===== config.mk =====
export PLATFORM = sky130hd
export DESIGN_NAME = addr_seq
export DESIGN_NICKNAME = d
export VERILOG_FILES = /design/src/rtl/addr_seq.sv
export SDC_FILE = /design/constraint.sdc
export NUM_CORES = 1
export LEC_CHECK = 0
export CORE_UTILIZATION = 50
export CTS_BUF_LIST = sky130_fd_sc_hd__clkbuf_4 sky130_fd_sc_hd__clkbuf_8 sky130_fd_sc_hd__clkbuf_16
export DETAILED_ROUTE_END_ITERATION = 10
export HOLD_SLACK_MARGIN = 0.02
export PLACE_DENSITY = 0.84
export SLEW_MARGIN = 15
export SYNTH_ARGS = -nofsm -noshare
export SYNTH_HDL_FRONTEND = slang
export SYNTH_SLANG_ARGS = --single-unit

===== constraint.sdc =====
create_clock -name clk -period 6.05 [get_ports clk]
set_input_delay 1.21 -clock clk [delete_from_list [all_inputs] [get_ports clk]]
set_output_delay 1.21 -clock clk [all_outputs]
set_load 0.03 [all_outputs]

===== src/rtl/addr_seq.sv =====
// addr_seq: memory-address sequencer for the LFSR pattern/sample memory.
// A start request walks addr from BASE to a runtime terminal address, either
// once (one-shot, ends in DONE) or repeatedly (wrap). Supports pause and abort.
// Optional feature macro: ADDR_SEQ_PASS_CNT_EN adds a saturating pass counter.
module addr_seq #(
  parameter int ADDR_W = 14,
  parameter int BASE   = 0,
  parameter int PASS_W = 8
) (
  input  logic              clk,
  input  logic              rst,
  input  logic              st,
  input  logic              en,
  input  logic              mode,
  input  logic [ADDR_W-1:0] term,
  output logic [ADDR_W-1:0] addr,
  output logic              valid,
  output logic              busy,
  output logic              done,
  output logic              done_p,
`ifdef ADDR_SEQ_PASS_CNT_EN
  output logic [PASS_W-1:0] pass_cnt,
`endif
  output logic              wrap_p
);

  localparam logic [ADDR_W-1:0] BASE_A = ADDR_W'(BASE);

  // Reject parameter sets that cannot work at elaboration time.
  if (ADDR_W < 1 || PASS_W < 1 || BASE < 0 ||
      (longint'(BASE) >= (longint'(1) << ADDR_W))) begin : g_param_check
    $error("addr_seq: bad parameters (ADDR_W/PASS_W must be >=1, BASE must fit in ADDR_W)");
  end

  typedef enum logic [1:0] {
    IDLE = 2'd0,
    RUN  = 2'd1,
    DONE = 2'd2
  } state_t;

  state_t            state, state_d;
  logic [ADDR_W-1:0] addr_d;
  logic              done_d;
  logic              done_p_d;
  logic              wrap_p_d;
  logic [ADDR_W-1:0] term_q, term_d;
  logic              mode_q, mode_d;
  logic [ADDR_W:0]   term_diff;
  logic              term_below;

  // A terminal below BASE is detected by the borrow of term - BASE.
  assign term_diff  = {1'b0, term} - {1'b0, BASE_A};
  assign term_below = term_diff[ADDR_W];

  assign busy  = (state == RUN);
  assign valid = busy & en;

  // Next-state and next-output logic; st low overrides everything else.
  always_comb begin
    state_d  = state;
    addr_d   = addr;
    done_d   = done;
    done_p_d = 1'b0;
    wrap_p_d = 1'b0;
    term_d   = term_q;
    mode_d   = mode_q;
    case (state)
      IDLE: begin
        addr_d = BASE_A;
        done_d = 1'b0;
        if (st) begin
          state_d = RUN;
          term_d  = term_below ? BASE_A : term;
          mode_d  = mode;
        end
      end
      RUN: begin
        if (!st) begin
          state_d = IDLE;
          addr_d  = BASE_A;
          done_d  = 1'b0;
        end else if (en) begin
          if (addr != term_q) begin
            addr_d = addr + ADDR_W'(1);
          end else if (!mode_q) begin
            state_d  = DONE;
            done_d   = 1'b1;
            done_p_d = 1'b1;
          end else begin
            addr_d   = BASE_A;
            wrap_p_d = 1'b1;
          end
        end
      end
      DONE: begin
        done_d = 1'b1;
        if (!st) begin
          state_d = IDLE;
          addr_d  = BASE_A;
          done_d  = 1'b0;
        end
      end
      default: begin
        state_d = IDLE;
        addr_d  = BASE_A;
        done_d  = 1'b0;
      end
    endcase
  end

  // State, address, flag and captured-configuration registers.
  always_ff @(posedge clk or posedge rst) begin
    if (rst) begin
      state  <= IDLE;
      addr   <= BASE_A;
      done   <= 1'b0;
      done_p <= 1'b0;
      wrap_p <= 1'b0;
      term_q <= BASE_A;
      mode_q <= 1'b0;
    end else begin
      state  <= state_d;
      addr   <= addr_d;
      done   <= done_d;
      done_p <= done_p_d;
      wrap_p <= wrap_p_d;
      term_q <= term_d;
      mode_q <= mode_d;
    end
  end

`ifdef ADDR_SEQ_PASS_CNT_EN
  // Pass counter: cleared on start, counts completed passes, saturates.
  always_ff @(posedge clk or posedge rst) begin
    if (rst) begin
      pass_cnt <= '0;
    end else if (state == IDLE && st) begin
      pass_cnt <= '0;
    end else if ((done_p_d || wrap_p_d) && (pass_cnt != {PASS_W{1'b1}})) begin
      pass_cnt <= pass_cnt + PASS_W'(1);
    end
  end
`endif

endmodule


==> results.ini, run 1 <==
[power]
combPwrFrac_pct=37.3
pwr-share-seq_pct=44.5
vdd_drop_max_mv=0.199
p_leak_nw=0.948
switchingPower_mw=0.268
swShare_pct=36.1
clkPwrFrac_pct=18.2
cellPowerDensity_mw_per_mm2=327
internal_power_mw=0.476

[layout]
multi_input_area_um2=912
drive_above_1_share_pct=15.0
seq_area_um2=851
final_cells=260
fill_cells=270
area.growth.synth_to_final_pct=26.0
diodes=0
fin_nets=237

[setup_path]
worstPathCellList=clkdlybuf4s50_1, and2_1, clkdlybuf4s50_1
reg2reg_to=addr[2]$_DFFE_PP0P_
startpoint_type=input pin
cp-end-kind=output port
slowest_delay_ps=670
r2r-start=addr[2]$_DFFE_PP0P_
crit_path_start=en
crit_path_frequent_cell=clkdlybuf4s50_1
cp.required_ps=4840
r2r_slack_ps=3640
slowest_stage=clkdlybuf4s50_1
crit_path_end=valid
reg2regPathDepth=6
crit_type=input pin to output port
cp_max_fo=4
cp.arrival_ps=2560

[synth]
syn-cell-area_mm2=0.00181
yosysSeqAreaShare_pct=47.1
yosysMostFrequentCell=dfrtp_1
avgSynthCellArea_um2=10.4
ys.flop_type=dfrtp_1
yosysTopAreaCellShare_pct=47.1
yosys_warnings=0
synth-async-reset-ratio_pct=100
synth_top_area_cell=dfrtp_1
synth_edf_count=0
synthTopCellsByCount=34 x dfrtp_1, 21 x o21ai_0, 15 x mux2_2, 15 x nand2_1, 11 x nor2_1
synthCells=173
synth_seq_cells=34
syn_nets=197
synth.distinct_cells=38
netlist_top_cells_area=dfrtp_1 47%, mux2_2 9.3%, o21ai_0 5.8%

[clock_network]
htreeDepth=2
clock_path_buffers=2
hold_buffers=0
cts_resized=0
clk_latency_ps=350
clockRootBuffer=clkbuf_4
cts_tree=built
cts.sinks=34
numCtsBuffers=5
clk_pin_slew_ps=90
cts_setup_buffers=0

[floorplan]
io_pins=38
die_w_um=62.1
rows=21
die_h_um=62.1
core-area_mm2=0.00339
die-area_mm2=0.00386
initial_utilization_pct=53.3

[outcome]
status=finished, final reports clean

[detailed_routing]
drtPass1Iterations=4
ant_nets=0
drt-initial-drc-count=65
routed_wirelength_um=4040
drc=0
wl_per_cell_um=15.5
avgViaCountPerCell=5.68
vias=1477

[global_route]
grt_pass1_wl_um=6880
gr-total-overflow=0
grt_max_degree=35
grt_usage_pct=23.3
grt_pass1_vias=1505
grt_antenna_before_repair=0

[place]
dp_hpwl_um=2920
dp_cells=252
routabilityCongestion=0.848
io_buffers=37

[run]
cap_viol_max_count=0

[timing]
tightest_slew_ps=670
max_freq_mhz=265
period_needed_ps=3770
maxSlewHeadroom_pct=55.3
setup_viol=0
finalCritPeriodShare_pct=62.4
whs_ps=533
drv_slew=0
final_hold_viol_count=0
fin_skew_ps=12.5
finalSetupTns_ps=0
grt_setup_unrepaired=false

[min_path]
min_path_type=register to register

[logic make-up after synthesis]
logic type	synth area share (%)
xor gates and xnor gates	6.79
buffers and inverters	2.42
adders and majority gates	3.46
muxes	10.5
DFF	47.1
and+or+nand+nor	18.0
AOI/OAI and AO/OA	11.7
[layout make-up]
| type | count | area share (%) |
|---|---|---|
| clock buffers | 6 | 2.25 |
| well taps | 46 | 2.53 |
| inverters | 4 | 0.659 |
| multi-input cells | 130 | 40.1 |
| clock inverters | 2 | 0.549 |
| repair buffers | 38 | 16.6 |
| flip-flops and latches | 34 | 37.4 |
[routing by layer]
metal | wire length [µm] | global-route usage, % | share of wire (%) | vias to the layer above
met1 | 1740 | 28.3 | 43 | 724
met5 | 0 | 0 | 0 | -
li1 | - | - | - | 703
met4 | 89 | 11.9 | 2.2 | 0
met3 | 209 | 6.25 | 5.2 | 8
met2 | 2000 | 38.0 | 50 | 42
[power groups by stage]
stage | sequential, mW | clock (mW) | combinational (mW)
final | 0.331 | 0.136 | 0.278
after global routing | 0.340 | 0.149 | 0.304
after CTS | 0.331 | 0.140 | 0.280
after detailed placement | 0.336 | 0 | 0.278
after global placement | 0.332 | 0 | 0.264
after floorplan | 0.331 | 0 | 0.204
[state kept, by name, summed over array words and instances (netlist names)]
name and count:
done 1, addr 14, wrap_p 1, state 2, term_q 14, done_p 1
mode_q 1
[cells in the final DEF, fill, tap and decap left out, types with 4 or more instances in the layout]
cell type        synthesis  final
clkdlybuf4s50_1          0     37
nor2_1                  11     11
clkbuf_4                 0      5
xnor2_1                  6      6
and3_1                   4      4
dfrtp_1                 34     34
mux2_2                  15     15
xor2_1                   8      8
o21ai_0                 21     21
inv_1                    4      4
ha_1                     5      5
nand3_1                  6      6
nand2_1                 15     15
[worst max-delay path: cells and delay by family]
family / cells / cell delay, ps
buffers and inverters: 2 / 1190
and+or+nand+nor: 1 / 160
[per-stage QoR]
stage	power (mW)	util (%)	area (µm²)	worst slack (ps)
after floorplan	0.535	-	1810	3330
after global placement	0.596	65.3	2210	2310
after detailed placement	0.614	65.3	2210	2280
after CTS	0.751	67.2	2280	2280
after global routing	0.793	67.2	2280	2250
final	0.744	67.2	2280	2280
[how the worst min path moves through the flow]
| stage | start | to | slack (ps) | depth (start not counted) |
|---|---|---|---|---|
| 2_1_floorplan | state[0]$_DFFE_PP0P_ | state[0]$_DFFE_PP0P_ | 490 | 1 |
| 4_1_cts | state[0]$_DFFE_PP0P_ | state[0]$_DFFE_PP0P_ | 540 | 1 |
| 3_3_place_gp | state[0]$_DFFE_PP0P_ | state[0]$_DFFE_PP0P_ | 500 | 1 |
| 3_5_place_dp | state[0]$_DFFE_PP0P_ | state[0]$_DFFE_PP0P_ | 520 | 1 |
| 6_report | state[0]$_DFFE_PP0P_ | state[0]$_DFFE_PP0P_ | 530 | 1 |
| 5_1_grt | term_q[13]$_DFFE_PP0P_ | term_q[13]$_DFFE_PP0P_ | 570 | 1 |
(Power assumes the default switching activity.)
==> run 2, diff against run 1 <==
CORE_UTILIZATION = 46   (was 50)
PLACE_DENSITY = 0.81   (was 0.84)
clock period = 3.1 ns   (was 6.05 ns; I/O delays follow)
==> run 2 against run 1 <==
Net effect:
- register-to-register slack got worse by 2800 ps
- combinational power is 87% higher
- first-iteration DRC count rose by 75%
- critical path depth is the same
- routed wire length is 11% lower
- largest cell class unchanged
- largest power group unchanged
- highest routed layer unchanged
==> results.ini, run 2 (synthesis gave the netlist of run 1 again) <==
[floorplan]
io_pins=38  ; unchanged
core-area_mm2=0.00372  ; was 0.00339 mm²
initial_utilization_pct=48.6  ; was 53.3%
die_h_um=64.7  ; was 62.1 µm
rows=22  ; was 21
die-area_mm2=0.00418  ; was 0.00386 mm²
die_w_um=64.7  ; was 62.1 µm

[detailed_routing]
drtPass1Iterations=4  ; unchanged
vias=1435  ; was 1,477
drt-initial-drc-count=114  ; was 65
ant_nets=0  ; unchanged
wl_per_cell_um=13.7  ; was 15.5 µm
drc=0  ; unchanged
avgViaCountPerCell=5.48  ; was 5.68
routed_wirelength_um=3600  ; was 4040 µm

[run]
cap_viol_max_count=0  ; unchanged

[clock_network]
htreeDepth=2  ; unchanged
hold_buffers=0  ; unchanged
numCtsBuffers=5  ; unchanged
clock_path_buffers=2  ; unchanged
clk_latency_ps=290  ; was 350 ps
cts_setup_buffers=0  ; unchanged
cts.sinks=34  ; unchanged
cts_resized=0  ; unchanged
cts_tree=built  ; unchanged
clk_pin_slew_ps=70  ; was 90 ps
clockRootBuffer=clkbuf_8  ; was clkbuf_4

[power]
vdd_drop_max_mv=0.478  ; was 0.199 mV
fin_total_pwr_mw=1.67  ; was 0.744 mW
switchingPower_mw=0.512  ; was 0.268 mW
swShare_pct=30.6  ; was 36.1%
pwr-share-seq_pct=38.7  ; was 44.5%
combPwrFrac_pct=31.1  ; was 37.3%
clkPwrFrac_pct=30.2  ; was 18.2%
cellPowerDensity_mw_per_mm2=710  ; was 327 mW/mm²
internal_power_mw=1.16  ; was 0.476 mW
p_leak_nw=0.985  ; was 0.948 nW

[timing]
final_hold_viol_count=0  ; unchanged
finalSetupTns_ps=0  ; unchanged
period_needed_ps=2580
max_freq_mhz=387
fin_skew_ps=7.56  ; was 12.5 ps
whs_ps=530  ; was 533 ps
grt_setup_unrepaired=false  ; unchanged
tightest_slew_ps=589  ; was 670 ps
setup_viol=0  ; unchanged
post-route-worst-setup-slack_ps=517  ; was 2280 ps
drv_slew=0  ; unchanged
finalCritPeriodShare_pct=83.3
maxSlewHeadroom_pct=60.6  ; was 55.3%

[min_path]
min-delay-start=term_q[11]$_DFFE_PP0P_  ; was state[0]$_DFFE_PP0P_
holdPathStages=1  ; unchanged
min_to=term_q[11]$_DFFE_PP0P_  ; was state[0]$_DFFE_PP0P_
min_path_type=register to register  ; unchanged

[global_route]
gr-total-overflow=0  ; unchanged
grt_max_degree=35  ; unchanged
grt_antenna_before_repair=0  ; unchanged
grt_pass1_wl_um=6180  ; was 6880 µm
grt_usage_pct=19.4  ; was 23.3%
grt_pass1_vias=1354  ; was 1,505

[place]
routabilityCongestion=0.763  ; was 0.848
post-place-ws_ps=486  ; was 2280 ps
io_buffers=37  ; unchanged
dp_hpwl_um=2670  ; was 2920 µm
dpl_cell_area_mm2=0.00222  ; was 0.00221 mm²

[setup_path]
cp.required_ps=2480  ; was 4840 ps
cp-end-kind=output port  ; unchanged
cp_max_fo=4  ; unchanged
r2r-start=addr[0]$_DFFE_PP0P_  ; was addr[2]$_DFFE_PP0P_
reg2reg_to=state[0]$_DFFE_PP0P_  ; was addr[2]$_DFFE_PP0P_
crit_type=input pin to output port  ; unchanged
startpoint_type=input pin  ; unchanged
reg2regPathDepth=6  ; unchanged
cp.arrival_ps=1960  ; was 2560 ps
crit_path_start=en  ; unchanged
r2r_slack_ps=870  ; was 3640 ps

[layout]
fin_nets=237  ; unchanged
layout_commonest_cell=clkdlybuf4s50_1  ; unchanged
area.growth.synth_to_final_pct=30.5  ; was 26.0%
diodes=0  ; unchanged
drive_above_1_share_pct=15.0  ; unchanged
fin_area_mm2=0.00236  ; was 0.00228 mm²
seq_area_um2=851  ; unchanged
multi_input_area_um2=912  ; unchanged
most-common-layout-cells=37 x clkdlybuf4s50_1, 34 x dfrtp_1, 21 x o21ai_0  ; unchanged
largestRegisters=addr (14), term_q (14), state (2)  ; unchanged
fill_cells=318  ; was 270

[outcome]
status=finished, final reports clean  ; unchanged

## run 2: power by group through the flow
stage	Clock, mW	Combinational (mW)	Sequential, mW
2_1_floorplan	0	0.398	0.647
3_3_place_gp	0	0.509	0.650
3_5_place_dp	0	0.524	0.657
4_1_cts	0.516	0.527	0.648
5_1_grt	0.533	0.574	0.662
6_report	0.506	0.521	0.648
## run 2: through the flow
stage	instances	util, %
finish	262	63.5
global route	262	63.5
CTS	262	63.5
detailed placement	254	59.6
global placement	254	59.6
floorplan	173	-
## run 2: how the worst max path moves through the flow
| stage | end | slack, ps | depth (start not counted) |
|---|---|---|---|
| 2_1_floorplan | state[0]$_DFFE_PP0P_ | 1020 | 6 |
| 3_3_place_gp | addr[13]$_DFFE_PP0P_ | 540 | 6 |
| 3_5_place_dp | addr[2]$_DFFE_PP0P_ | 490 | 6 |
| 4_1_cts | valid | 530 | 3 |
| 5_1_grt | valid | 460 | 4 |
| 6_report | valid | 520 | 3 |
## run 2: area by class of cell
class / count / area share, %
Sequential cell: 34 / 36.1
Timing Repair Buffer: 38 / 16.0
Tap cell: 48 / 2.55
Clock inverter: 2 / 2.55
Clock buffer: 6 / 3.50
Inverter: 4 / 0.637
Multi-Input combinational cell: 130 / 38.7
## run 2: worst max-delay path, stage by stage
cell and delay (ps):
clkdlybuf4s50_1 510, and2_1 160, clkdlybuf4s50_1 670
## run 2: metal layers
metal | vias up | GRT usage, % | part of all wire [%]
met5 | - | 0 | 0
met4 | 0 | 6.67 | 1.3
met3 | 4 | 3.70 | 4.1
met2 | 43 | 32.5 | 49
met1 | 692 | 24.9 | 46
li1 | 696 | - | -
==> run 3, diff against run 2 <==
clock period = 2.1 ns   (was 3.1 ns; I/O delays follow)
==> run 3 against run 2 <==
Net effect:
- sequential share of layout area fell by 1.5 points
- global-route usage rose by 2.4 points
- cell area rose by 4.4%
- die area did not move
- hold slack got worse by 6.4 ps
- critical path depth rose by 4
- worst setup slack got worse by 410 ps
- sequential power rose by 47%
- combinational power rose by 62%
- final cell count rose by 8.0%
- critical endpoint is now addr[9]$_DFFE_PP0P_
- largest power group unchanged
==> results.ini, run 3 (synthesis gave the netlist of run 1 again) <==
[detailed_routing]
avgViaCountPerCell=5.27  ; was 5.48
drtPass1Iterations=4  ; unchanged
ant_nets=0  ; unchanged
vias=1490  ; was 1,435
routed_wirelength_um=3910  ; was 3600 µm
wl_per_cell_um=13.8  ; was 13.7 µm
drt-initial-drc-count=188  ; was 114
drc=0  ; unchanged

[floorplan]
rows=22  ; unchanged
core-area_mm2=0.00372  ; unchanged
initial_utilization_pct=48.6  ; unchanged
io_pins=38  ; unchanged
die_w_um=64.7  ; unchanged
die-area_mm2=0.00418  ; unchanged
die_h_um=64.7  ; unchanged

[timing]
period_needed_ps=1990
fin_skew_ps=6.49  ; was 7.56 ps
tightest_slew_ps=430  ; was 589 ps
drv_slew=0  ; unchanged
final_hold_viol_count=0  ; unchanged
setup_viol=0  ; unchanged
grt_setup_unrepaired=false  ; unchanged
max_freq_mhz=502
finalCritPeriodShare_pct=94.9
maxSlewHeadroom_pct=71.3  ; was 60.6%

[setup_path]
crit_type=register to register  ; was input pin to output port
slowest_delay_ps=500  ; was 670 ps
crit_path_frequent_cell=o21ai_0  ; was clkdlybuf4s50_1
startpoint_type=register  ; was input pin
cp-end-kind=register  ; was output port
cp_max_fo=8  ; was 4
critPathBufInv=1  ; was 2
reg2regPathDepth=7  ; was 6
worstPathCellList=xnor2_1, nand4_2, or4_1, o21ai_2, buf_4, o21ai_0, o21ai_0  ; was clkdlybuf4s50_1, and2_1, clkdlybuf4s50_1
r2r-start=addr[13]$_DFFE_PP0P_  ; was addr[0]$_DFFE_PP0P_
cp.arrival_ps=2200  ; was 1960 ps
cp.required_ps=2300  ; was 2480 ps
worst_path_dominant_cell_family=simple AND/OR/NAND/NOR gates  ; was buffers and inverters
r2r_slack_ps=110  ; was 870 ps
slowest_stage=or4_1  ; was clkdlybuf4s50_1
reg2reg_to=addr[9]$_DFFE_PP0P_  ; was state[0]$_DFFE_PP0P_

[power]
clkPwrFrac_pct=20.9  ; was 30.2%
vdd_drop_max_mv=0.676  ; was 0.478 mV
p_leak_nw=1.07  ; was 0.985 nW
internal_power_mw=1.50  ; was 1.16 mW
switchingPower_mw=0.772  ; was 0.512 mW
combPwrFrac_pct=37.1  ; was 31.1%
pwr-share-seq_pct=41.9  ; was 38.7%
cellPowerDensity_mw_per_mm2=921  ; was 710 mW/mm²
swShare_pct=34.0  ; was 30.6%
fin_total_pwr_mw=2.27  ; was 1.67 mW

[layout]
fill_cells=302  ; was 318
area.growth.synth_to_final_pct=36.2  ; was 30.5%
diodes=0  ; unchanged
fin_util_pct=66.2  ; was 63.5%
fin_nets=259  ; was 237
most-common-layout-cells=35 x clkdlybuf4s50_1, 34 x dfrtp_1, 24 x buf_4  ; was 37 x clkdlybuf4s50_1, 34 x dfrtp_1, 21 x o21ai_0
multi_input_area_um2=912  ; unchanged
largestRegisters=addr (14), term_q (14), state (2)  ; unchanged
layout_commonest_cell=clkdlybuf4s50_1  ; unchanged
drive_above_1_share_pct=23.0  ; was 15.0%
seq_area_um2=851  ; unchanged

[global_route]
grt_pass1_wl_um=6780  ; was 6180 µm
grt_antenna_before_repair=0  ; unchanged
grt_pass1_vias=1451  ; was 1,354
grt_max_degree=35  ; unchanged
grt_usage_pct=21.8  ; was 19.4%
gr-total-overflow=0  ; unchanged

[place]
io_buffers=37  ; unchanged
routabilityCongestion=0.856  ; was 0.763
dp_hpwl_um=2970  ; was 2670 µm

[clock_network]
cts.sinks=34  ; unchanged
clk_latency_ps=290  ; about the same
clock_path_buffers=2  ; unchanged
hold_buffers=0  ; unchanged
numCtsBuffers=5  ; unchanged
clockRootBuffer=clkbuf_8  ; unchanged
htreeDepth=2  ; unchanged
cts_tree=built  ; unchanged
clk_pin_slew_ps=70  ; about the same

[run]
cap_viol_max_count=0  ; unchanged

[min_path]
min_path_type=input pin to asynchronous set/reset pin  ; was register to register

[outcome]
status=finished, final reports clean  ; unchanged

run 3: cell count changes in the layout (fill, tap and decap cells not counted):
cell / before / now
clkinvlp_4: 0 / 1
dlygate4sd2_1: 0 / 1
clkdlybuf4s50_1: 37 / 35
bufinv_16: 2 / 0
buf_4: 1 / 24
clkbuf_8: 6 / 5
clkbuf_4: 0 / 1
run 3: per-stage QoR:
step                setup TNS [ps]  cells  hold slack, ps  area [µm²]  setup WS, ps
floorplan                        0    173             494        1810          22.8
global placement                 0    275             511        2370          65.0
detailed placement           -24.4    275             516        2370         -19.3
CTS                              0    282             531        2450          82.8
global route                     0    283             546        2460          1.63
finish                           0    283             524        2460           108
run 3: worst register-to-register path, cell delays in order (launching register included):
cell,delay (ps)
dfrtp_1,440
xnor2_1,320
nand4_2,150
or4_1,500
o21ai_2,150
buf_4,170
o21ai_0,90
o21ai_0,90
run 3: worst max-delay path by stage:
stage	from	endpoint	slack, ps	cells after the start
floorplan	addr[0]$_DFFE_PP0P_	state[0]$_DFFE_PP0P_	20	6
global route	addr[13]$_DFFE_PP0P_	addr[13]$_DFFE_PP0P_	2	7
CTS	addr[0]$_DFFE_PP0P_	state[0]$_DFFE_PP0P_	80	6
finish	addr[13]$_DFFE_PP0P_	addr[9]$_DFFE_PP0P_	110	7
detailed placement	st	addr[13]$_DFFE_PP0P_	-20	6
global placement	st	addr[3]$_DFFE_PP0P_	70	5
run 3: area by class of cell:
class / instances / area share, %
Clock inverter: 1 / 0.305
Timing Repair Buffer: 60 / 21.9
Tap cell: 48 / 2.44
Clock buffer: 6 / 3.10
Multi-Input combinational cell: 130 / 37.1
Inverter: 4 / 0.610
Sequential cell: 34 / 34.6
run 3: per-layer routing:
layer  GRT usage [%]  wire [µm]  up-vias
li1                -          -      737
met4            7.22         43        0
met2            33.7       1810       46
met5               0          0        -
met1            29.4       1880      701
met3            5.81        182        6
run 3: power groups by stage:
| stage | Clock [mW] | Sequential (mW) | Combinational [mW] |
|---|---|---|---|
| CTS | 0.488 | 0.950 | 0.842 |
| finish | 0.475 | 0.951 | 0.842 |
| global placement | 0 | 0.953 | 0.812 |
| detailed placement | 0 | 0.964 | 0.846 |
| floorplan | 0 | 0.955 | 0.587 |
| global route | 0.519 | 0.972 | 0.928 |
run 3: repair_timing:
action / CTS / global route
endpoints found under the setup margin: 1 / 1
buffers inserted: 0 / 1
pin swaps: 0 / 1
resized for setup: 1 / 0
